## config.mk

```make
export PLATFORM = sky130hd
export DESIGN_NAME = proc_instr_feeder
export DESIGN_NICKNAME = d
export VERILOG_FILES = /design/src/rtl/proc_pkg.sv /design/src/rtl/prog_ram.sv /design/src/rtl/proc_instr_feeder.sv
export SDC_FILE = /design/constraint.sdc
export NUM_CORES = 1
export LEC_CHECK = 0
export ABC_CLOCK_PERIOD_IN_PS = 3800
export CORE_UTILIZATION = 50
export DETAILED_ROUTE_END_ITERATION = 16
export HOLD_SLACK_MARGIN = 0.03
export PLACE_DENSITY = 0.66
export SYNTH_ARGS = -nofsm -noshare
export SYNTH_HDL_FRONTEND = slang
export SYNTH_HIERARCHICAL = 1
export SYNTH_SLANG_ARGS = --single-unit
```

## constraint.sdc

```tcl
create_clock -name clk_i -period 3.8 [get_ports clk_i]
set_clock_uncertainty 0.2 [all_clocks]
set_input_delay 0.76 -clock clk_i [delete_from_list [all_inputs] [get_ports clk_i]]
set_output_delay 0.76 -clock clk_i [all_outputs]
set_load 0.1 [all_outputs]
```

## src/rtl/proc_pkg.sv

```systemverilog
// Shared constants for proc and its instruction feeder: word width, opcode
// field placement, the immediate opcode, the halt word and the feeder states.
package proc_pkg;

    localparam int unsigned PROC_WIDTH   = 16;
    localparam int unsigned PROC_ADDR_W  = 5;
    localparam int unsigned PROC_TIMEOUT = 255;

    // Opcode occupies the top three bits of an instruction word.
    localparam int unsigned OPC_W   = 3;
    localparam int unsigned OPC_MSB = PROC_WIDTH - 1;
    localparam int unsigned OPC_LSB = PROC_WIDTH - OPC_W;

    localparam logic [OPC_W-1:0]      PROC_IMM_OPCODE = 3'b001;
    localparam logic [PROC_WIDTH-1:0] PROC_HALT_WORD  = 16'hFFFF;

    typedef enum logic [2:0] {
        ST_IDLE,
        ST_FETCH,
        ST_ISSUE,
        ST_FETCH_IMM,
        ST_WAIT,
        ST_HALTED
    } feeder_state_e;

endpackage

```

## src/rtl/prog_ram.sv

```systemverilog
// Program RAM: one synchronous write port, one synchronous read port with
// a single cycle of read latency. Contents are not reset.
module prog_ram #(
    parameter int unsigned ADDR_W = 5,
    parameter int unsigned WIDTH  = 16
) (
    input  logic              clk_i,
    input  logic              we_i,
    input  logic [ADDR_W-1:0] waddr_i,
    input  logic [WIDTH-1:0]  wdata_i,
    input  logic [ADDR_W-1:0] raddr_i,
    output logic [WIDTH-1:0]  rdata_o
);

    logic [WIDTH-1:0] mem_q [0:(1 << ADDR_W) - 1];
    logic [WIDTH-1:0] rdata_q;

    // Write port.
    always_ff @(posedge clk_i) begin
        if (we_i) begin
            mem_q[waddr_i] <= wdata_i;
        end
    end

    // Registered read port.
    always_ff @(posedge clk_i) begin
        rdata_q <= mem_q[raddr_i];
    end

    assign rdata_o = rdata_q;

endmodule

```

## src/rtl/proc_instr_feeder.sv

```systemverilog
// Instruction feeder for proc: streams program RAM words onto DIN with a Run
// pulse, waits for Done, advances PC, supplies immediate operand words and
// halts on the halt word, a Done timeout, or after each instruction in step mode.
module proc_instr_feeder
    import proc_pkg::*;
#(
    parameter int unsigned      WIDTH      = PROC_WIDTH,
    parameter int unsigned      ADDR_W     = PROC_ADDR_W,
    parameter logic [OPC_W-1:0] IMM_OPCODE = PROC_IMM_OPCODE,
    parameter logic [WIDTH-1:0] HALT_WORD  = PROC_HALT_WORD,
    parameter int unsigned      TIMEOUT    = PROC_TIMEOUT
) (
    input  logic              clk_i,
    input  logic              rst_i,
    input  logic              start_i,
    input  logic              step_i,
    input  logic              prog_we_i,
    input  logic [ADDR_W-1:0] prog_addr_i,
    input  logic [WIDTH-1:0]  prog_data_i,
    input  logic              done_i,
    output logic [WIDTH-1:0]  din_o,
    output logic              run_o,
    output logic [ADDR_W-1:0] pc_o,
    output logic              busy_o,
    output logic              halted_o,
    output logic              err_o
);

    localparam int unsigned TMR_W = (TIMEOUT > 2) ? $clog2(TIMEOUT) : 1;

    feeder_state_e     state_q, state_d;
    logic [ADDR_W-1:0] pc_q, pc_d;
    logic [WIDTH-1:0]  din_q, din_d;
    logic              err_q, err_d;
    logic              imm_q, imm_d;
    logic [TMR_W-1:0]  timer_q, timer_d;
    logic              start_q;

    logic              start_edge;
    logic              ram_we;
    logic [ADDR_W-1:0] ram_raddr;
    logic [WIDTH-1:0]  ram_rdata;
    logic              word_is_halt;
    logic              word_is_imm;

    assign start_edge   = start_i & ~start_q;
    assign word_is_halt = (ram_rdata == HALT_WORD);
    assign word_is_imm  = (ram_rdata[WIDTH-1 -: OPC_W] == IMM_OPCODE);

    assign busy_o   = (state_q == ST_FETCH) || (state_q == ST_ISSUE) ||
                      (state_q == ST_FETCH_IMM) || (state_q == ST_WAIT);
    assign halted_o = (state_q == ST_HALTED);
    assign err_o    = err_q;
    assign pc_o     = pc_q;

    // Program writes are locked out while an instruction is in flight.
    assign ram_we    = prog_we_i & ~busy_o;
    // ISSUE already fetches the operand slot so it is ready in FETCH_IMM.
    assign ram_raddr = (state_q == ST_ISSUE) ? pc_q + ADDR_W'(1) : pc_q;

    prog_ram #(
        .ADDR_W (ADDR_W),
        .WIDTH  (WIDTH)
    ) u_prog_ram (
        .clk_i   (clk_i),
        .we_i    (ram_we),
        .waddr_i (prog_addr_i),
        .wdata_i (prog_data_i),
        .raddr_i (ram_raddr),
        .rdata_o (ram_rdata)
    );

    // Run and the issued word come straight off the RAM output register
    // during ISSUE, so the instruction reaches proc in the same cycle it is
    // checked against the halt word; otherwise DIN holds the captured word.
    always_comb begin
        run_o = (state_q == ST_ISSUE) && !word_is_halt;
        din_o = run_o ? ram_rdata : din_q;
    end

    // State, PC, DIN, timer and error registers; start edge-detect flop.
    always_ff @(posedge clk_i or posedge rst_i) begin
        if (rst_i) begin
            state_q <= ST_IDLE;
            pc_q    <= '0;
            din_q   <= '0;
            err_q   <= 1'b0;
            imm_q   <= 1'b0;
            timer_q <= '0;
            start_q <= 1'b0;
        end else begin
            state_q <= state_d;
            pc_q    <= pc_d;
            din_q   <= din_d;
            err_q   <= err_d;
            imm_q   <= imm_d;
            timer_q <= timer_d;
            start_q <= start_i;
        end
    end

    // Next-state logic for the fetch/issue/wait sequence.
    always_comb begin
        state_d = state_q;
        pc_d    = pc_q;
        din_d   = din_q;
        err_d   = err_q;
        imm_d   = imm_q;
        timer_d = timer_q;
        case (state_q)
            ST_IDLE: begin
                if (start_edge) begin
                    state_d = ST_FETCH;
                end
            end
            ST_FETCH: begin
                state_d = ST_ISSUE;
            end
            ST_ISSUE: begin
                if (word_is_halt) begin
                    state_d = ST_HALTED;
                end else begin
                    din_d   = ram_rdata;
                    imm_d   = word_is_imm;
                    timer_d = '0;
                    state_d = word_is_imm ? ST_FETCH_IMM : ST_WAIT;
                end
            end
            ST_FETCH_IMM: begin
                din_d   = ram_rdata;
                state_d = ST_WAIT;
            end
            ST_WAIT: begin
                if (done_i) begin
                    pc_d    = pc_q + (imm_q ? ADDR_W'(2) : ADDR_W'(1));
                    state_d = step_i ? ST_IDLE : ST_FETCH;
                end else if (timer_q == TMR_W'(TIMEOUT - 1)) begin
                    err_d   = 1'b1;
                    state_d = ST_HALTED;
                end else begin
                    timer_d = timer_q + TMR_W'(1);
                end
            end
            ST_HALTED: begin
                if (start_edge) begin
                    pc_d    = '0;
                    err_d   = 1'b0;
                    state_d = ST_FETCH;
                end
            end
            default: begin
                state_d = ST_IDLE;
            end
        endcase
    end

endmodule

```

# Word level (Yosys, flattened, before mapping)
# Memories as Yosys holds them, arrays and structs flattened. A register that Yosys moved wholly into a read port is not among the register bits.
# Index checks and enable logic that the tools add are counted.
# totals
register_bits	35
ram_bits	512
input_bits	27
out_inout_bits	25
elab_cells	73
n_memories	1
# classes
n_addsub	3
eq_ne	16
n_mux	25
bitwise_logic	5
reduce_logical	16
# memory_table
memory	words	width	read_ports	rd_clocked_by_memory_dff	wr	line_no	rtl
u_prog_ram.mem_q	32	16	1	1	1	prog_ram.sv:15	logic [WIDTH-1:0] mem_q [0:(1 << ADDR_W) - 1];
# op_table
operator	count
16-bit 2-to-1 mux	2
16-bit one-hot mux with 2 select lines	1
8-bit 2-to-1 mux	3
16-bit equality test, second input constant	1
8-bit one-hot mux with 2 select lines	1
3-bit 2-to-1 mux	5
5-bit 2-to-1 mux	3
3-bit one-hot mux with 5 select lines	1
5-bit one-hot mux with 2 select lines	1
8-bit by 1-bit adder with 8-bit output, second input constant	1
8-bit equality test, second input constant	1
2-bit inequality test, second input constant	4
4-bit AND reduction	2
3-bit by 1-bit equality test with 1-bit output, second input constant	2
3-bit by 2-bit equality test with 1-bit output, second input constant	2
3-bit equality test, second input constant	2
1-bit 2-to-1 mux	6
2-bit by 1-bit inequality test with 1-bit output, second input constant	3
2-bit AND reduction	3
2-bit nonzero test	3
5-bit by 1-bit adder with 5-bit output, second input constant	1
5-bit by 2-bit adder with 5-bit output	1
3-bit zero test	1
1-bit logical OR	3
other kinds (9)	12

# Logic depth before layout (Yosys ltp)
# depth
depth_word	8
mapped_depth	12
ltp_nobuf	9

# Modules after synthesis
# The synthesis kept the hierarchy.
# by_module_without_submodules
module	instances	cells_per_inst	area_per_inst_um2	seq_area_each_um2
prog_ram	1	1143	20535.9	15695.1
proc_instr_feeder	1	184	2043.2	875.8

# Least setup slack after synthesis
# No wires, ideal clock.
# synth_path
kind	register to register
start	register state_q[0]
end	memory u_prog_ram.mem_q[0][0] (enable)
setup_time_ns	0.317
arrival_ns	3.204
required_ns	3.283
setup_slack_ns	0.079
stages_incl_launch_ff	8
path_buffers	2
synth_period_minus_slack_ns	3.721
path_cell_list	dfrtp_1 buf_2 nor2_1 xnor2_1 nor2b_1 or3b_2 clkbuf_1 nor2_1
# synth_between
elab_chain_len	8
elab_cells_between_ends	11
cone_classes	eq/ne (4); mux (2); bitwise (2); reduce/logical (3)
# synth_rtl
element	line_no	rtl
from (decl)	proc_instr_feeder.sv:31	feeder_state_e state_q, state_d;
from (signal assigned)	proc_instr_feeder.sv:92	state_q <= state_d;
3-bit by 1-bit equality test with 1-bit output / 3-bit by 2-bit equality test with 1-bit output (equally long branches)	proc_instr_feeder.sv:50	assign busy_o = (state_q == ST_FETCH) || (state_q == ST_ISSUE) ||
1-bit logical OR (2 in a row)	proc_instr_feeder.sv:50	
1-bit logical OR (*)	proc_instr_feeder.sv:51	(state_q == ST_FETCH_IMM) || (state_q == ST_WAIT);
net busy_o	proc_instr_feeder.sv:24	output logic busy_o,
1-bit NOT (*)	proc_instr_feeder.sv:57	assign ram_we = prog_we_i & ~busy_o;
1-bit AND (*)	proc_instr_feeder.sv:57	
net ram_we	proc_instr_feeder.sv:40	logic ram_we;
1-bit 2-to-1 mux (*)	prog_ram.sv:20	if (we_i) begin
1-bit 2-to-1 mux (implied by the code) (*)	prog_ram.sv:21	mem_q[waddr_i] <= wdata_i;
to (decl)	prog_ram.sv:15	
# Mark *: on every way through the listed nets, which the timed path passes. The rest lies on a longest branch.

# Worst setup path in the final report
# layout_path
start	register state_q[2]
end	output port din_o[11]
# layout_between
elab_chain_len	3
# layout_rtl
element	line_no	rtl
3-bit by 2-bit equality test with 1-bit output	proc_instr_feeder.sv:77	run_o = (state_q == ST_ISSUE) && !word_is_halt;
1-bit logical AND	proc_instr_feeder.sv:77	
16-bit 2-to-1 mux	proc_instr_feeder.sv:78	din_o = run_o ? ram_rdata : din_q;
to (decl)	proc_instr_feeder.sv:21	output logic [WIDTH-1:0] din_o,
# Every way passes these cells.

==> metrics.md <==
| Metric | Value |
|---|---|
| Status | `completed` |
| Final min period | `3580 ps` |
| Die width | `215 um` |
| Top-count cell post-synth | `edfxtp_1` |
| Post-Syn Area per Cell | `17.0 sq um` |
| FF-to-FF End | `u_prog_ram/rdata_o[9]` |
| Setup Buffers After CTS | `0` |
| Worst Hold Depth | `1` |
| Share of cells above drive strength 1 | `16.1%` |
| Register-to-register setup slack | `350 ps` |
| Final wirelength | `50500 um` |
| Sw Ratio | `35.5%` |
| Max-Cap Viols | `0` |
| Clock share of power | `26.9%` |
| Clock latency on the worst-skew pair | `610 ps` |
| Syn Nets | `1360` |
| Finish-stage setup viols | `0` |
| Endpoints failing hold | `0` |
| RR Startpoint | `state_q[2]` |
| Fmax | `0.279 GHz` |
| Hold Path Class | `reg -> reg` |
| Clock buffer depth | `3` |
| Root Buffer | `clkbuf_16` |
| WHS | `299 ps` |
| VDD IR max | `887 uV` |
| CTS tree | `done` |
| Crit-path max FO | `17` |
| Utilization after layout | `58.8%` |
| Syn Inst Count | `1327` |
| Hold wc startpoint | `din_q[10]` |
| Die area | `46000 sq um` |
| Setup crit start | `state_q[2]` |
| 1st-iter DRT viols | `1117` |
| Fin nets | `1474` |
| Combinational Power Share | `38.5%` |
| Hold_buf cts | `0` |
| Sequential share of power | `34.6%` |
| P_int | `13.8 mW` |
| Slew @ Worst Pin | `961 ps` |
| Top cell type's share of synthesized area | `68.1%` |
| First-pass GRT wire length | `76000 um` |
| Initial antenna violation count | `1` |
| Sequential fraction of the synthesis area | `73.4%` |
| Die Y | `215 um` |
| PortBufs | `51` |
| Layout area overhead | `15.6%` |
| Pre-CTS setup slack | `309 ps` |
| Most common library cells after synthesis | `edfxtp_1, mux2i_1, a22oi_1, nand2_1, nor2_1` |
| Starting Density | `50.8%` |
| Dpl hpwl | `30800 um` |
| DR DRC count | `0` |
| Row count | `77` |
| Pwr Density | `819 nW/um^2` |
| Final Cycle Share | `94.3%` |
| Post-synth EDFFs | `512` |
| Largest area contributor in the netlist | `edfxtp_1` |
| CTS buffer count | `56` |
| #FFs+latches synth | `563` |
| Vias | `12000` |
| GRT overflow | `0` |
| CTS sink count | `563` |
| Cell count of the worst reg-to-reg path | `10` |
| Cell area after synthesis | `22600 sq um` |
| Async set-reset flop share out of synthesis | `6.22%` |
| CTS clock-pin slew for the worst setup and hold paths | `60 ps` |
| Setup Crit Path Kind | `reg -> out` |
| Rel. slew slack | `35.7%` |
| Pleak | `9.08 nW` |
| CORE AREA | `44400 sq um` |
| Largest net degree at the start of global routing | `65` |
| P_sw | `7.58 mW` |
| Type of origin of the critical path | `register` |
| Routed Antenna Nets | `0` |
| # IOs | `52` |
| Vias per cell | `5.76` |
| Post_cts resized | `1` |
| WP data arrival | `2620 ps` |
| Final Wtd Congestion | `0.839` |
| WL/cell | `24.3 um` |
| GRT Overall Usage | `22.2%` |
| Vias in the first global route | `11900` |
| Slew Limit Fails | `0` |
| Final WS setup | `218 ps` |
| Setup TNS | `0 ps` |
| Hold worst-path end | `din_q[10]` |
| Iteration count of the initial detailed-routing pass | `5` |
| Synth top area cells | `edfxtp_1, mux2i_1, dfrtp_1, a22oi_1, dfxtp_1` |
| Ys flop type | `edfxtp_1` |
| CP required | `2840 ps` |
| Crit end category | `output port` |
| H-tree depth | `2` |
| Synth unique cells | `51` |
| Unrepaired setup endpoints after global routing | `no` |
| Synth Warn # | `6` |
-- through the flow --
| step | cell area [sq um] | power [mW] | std cells |
|---|---|---|---|
| 2_1_floorplan | 22600 | 13.6 | 1327 |
| 3_3_place_gp | 24100 | 15.7 | 1975 |
| 3_5_place_dp | 24100 | 15.7 | 1975 |
| 4_1_cts | 26100 | 21.5 | 2079 |
| 5_1_grt | 26100 | 22.2 | 2079 |
| 6_report | 26100 | 21.4 | 2080 |
-- power groups by stage --
stage	Clock, mW	Combinational, mW	Sequential (mW)
after floorplan	0	6.13	7.47
after global placement	0	8.16	7.52
after detailed placement	0	8.21	7.52
after CTS	5.83	8.25	7.40
after global routing	6.06	8.67	7.44
final	5.74	8.23	7.40
-- flip-flops by register name, indices dropped and copies added (netlist names) --
register / cells
start_q: 1
u_prog_ram/rdata_o: 16
err_o: 1
state_q: 3
timer_q: 8
imm_q: 1
u_prog_ram/mem_q: 512
din_q: 16
pc_o: 5
-- placed cells by master, fill, tap and decap left out, types with 3 or more instances in the layout --
cell type,instances
a21oi_1,37
a22o_1,32
a22oi_1,64
a31oi_1,18
buf_12,26
buf_4,77
bufinv_16,8
clkbuf_1,14
clkbuf_16,57
clkbuf_8,10
clkdlybuf4s50_1,27
clkinv_1,4
clkinv_2,8
dfrtp_1,35
dfxtp_1,16
edfxtp_1,512
ha_1,5
inv_1,4
mux2_2,23
mux2_4,10
mux2i_1,257
nand2_1,47
nand3_1,42
nand3b_1,6
nand4_1,25
nor2_1,43
nor2b_1,4
nor3_1,17
o211ai_1,3
o21ai_0,9
or3_1,4
or3b_2,4
xnor2_2,4
xor2_1,3
-- kinds of logic after synthesis --
logic type,share of synthesized area (%)
adder cells (fa/ha/maj),0.366
buffers and inverters,2.69
XOR/XNOR,0.310
AO/OA/AOI/OAI,5.20
flip-flops,73.4
multiplexers,13.2
AND/OR/NAND/NOR,4.84
-- critical path, stage by stage, from the launching register on --
cell	delay, ps
dfrtp_1	460
and2b_1	350
nand2b_2	170
nor2_4	410
mux2_2	430
buf_12	170
-- worst max-delay path by stage --
| stage | slack, ps | endpoint | depth (start not counted) |
|---|---|---|---|
| CTS | 5 | din_o[0] | 5 |
| global placement | 390 | u_prog_ram/rdata_o[2] | 10 |
| detailed placement | 310 | u_prog_ram/rdata_o[2] | 10 |
| global route | 60 | u_prog_ram/rdata_o[9] | 10 |
| floorplan | 80 | u_prog_ram/mem_q[0][0] | 7 |
| finish | 220 | din_o[11] | 5 |
-- layer usage --
metal / vias up / wire, um / track usage, %
met5: - / 9 / 0
met4: 2 / 1230 / 6.88
met3: 83 / 3390 / 3.83
met2: 410 / 23900 / 35.3
met1: 6009 / 22000 / 31.5
li1: 5481 / - / -
-- cell type report --
cell class / count / area, sq um
fill: 3292 / 18300
clock inverter: 23 / 320
clock buffer: 81 / 1620
tap: 592 / 741
inverter: 4 / 15.0
sequential: 563 / 16600
multi-input combinational: 686 / 5460
antenna: 1 / 2.50
timing repair buffer: 130 / 1370
(Power assumes the default switching activity.)
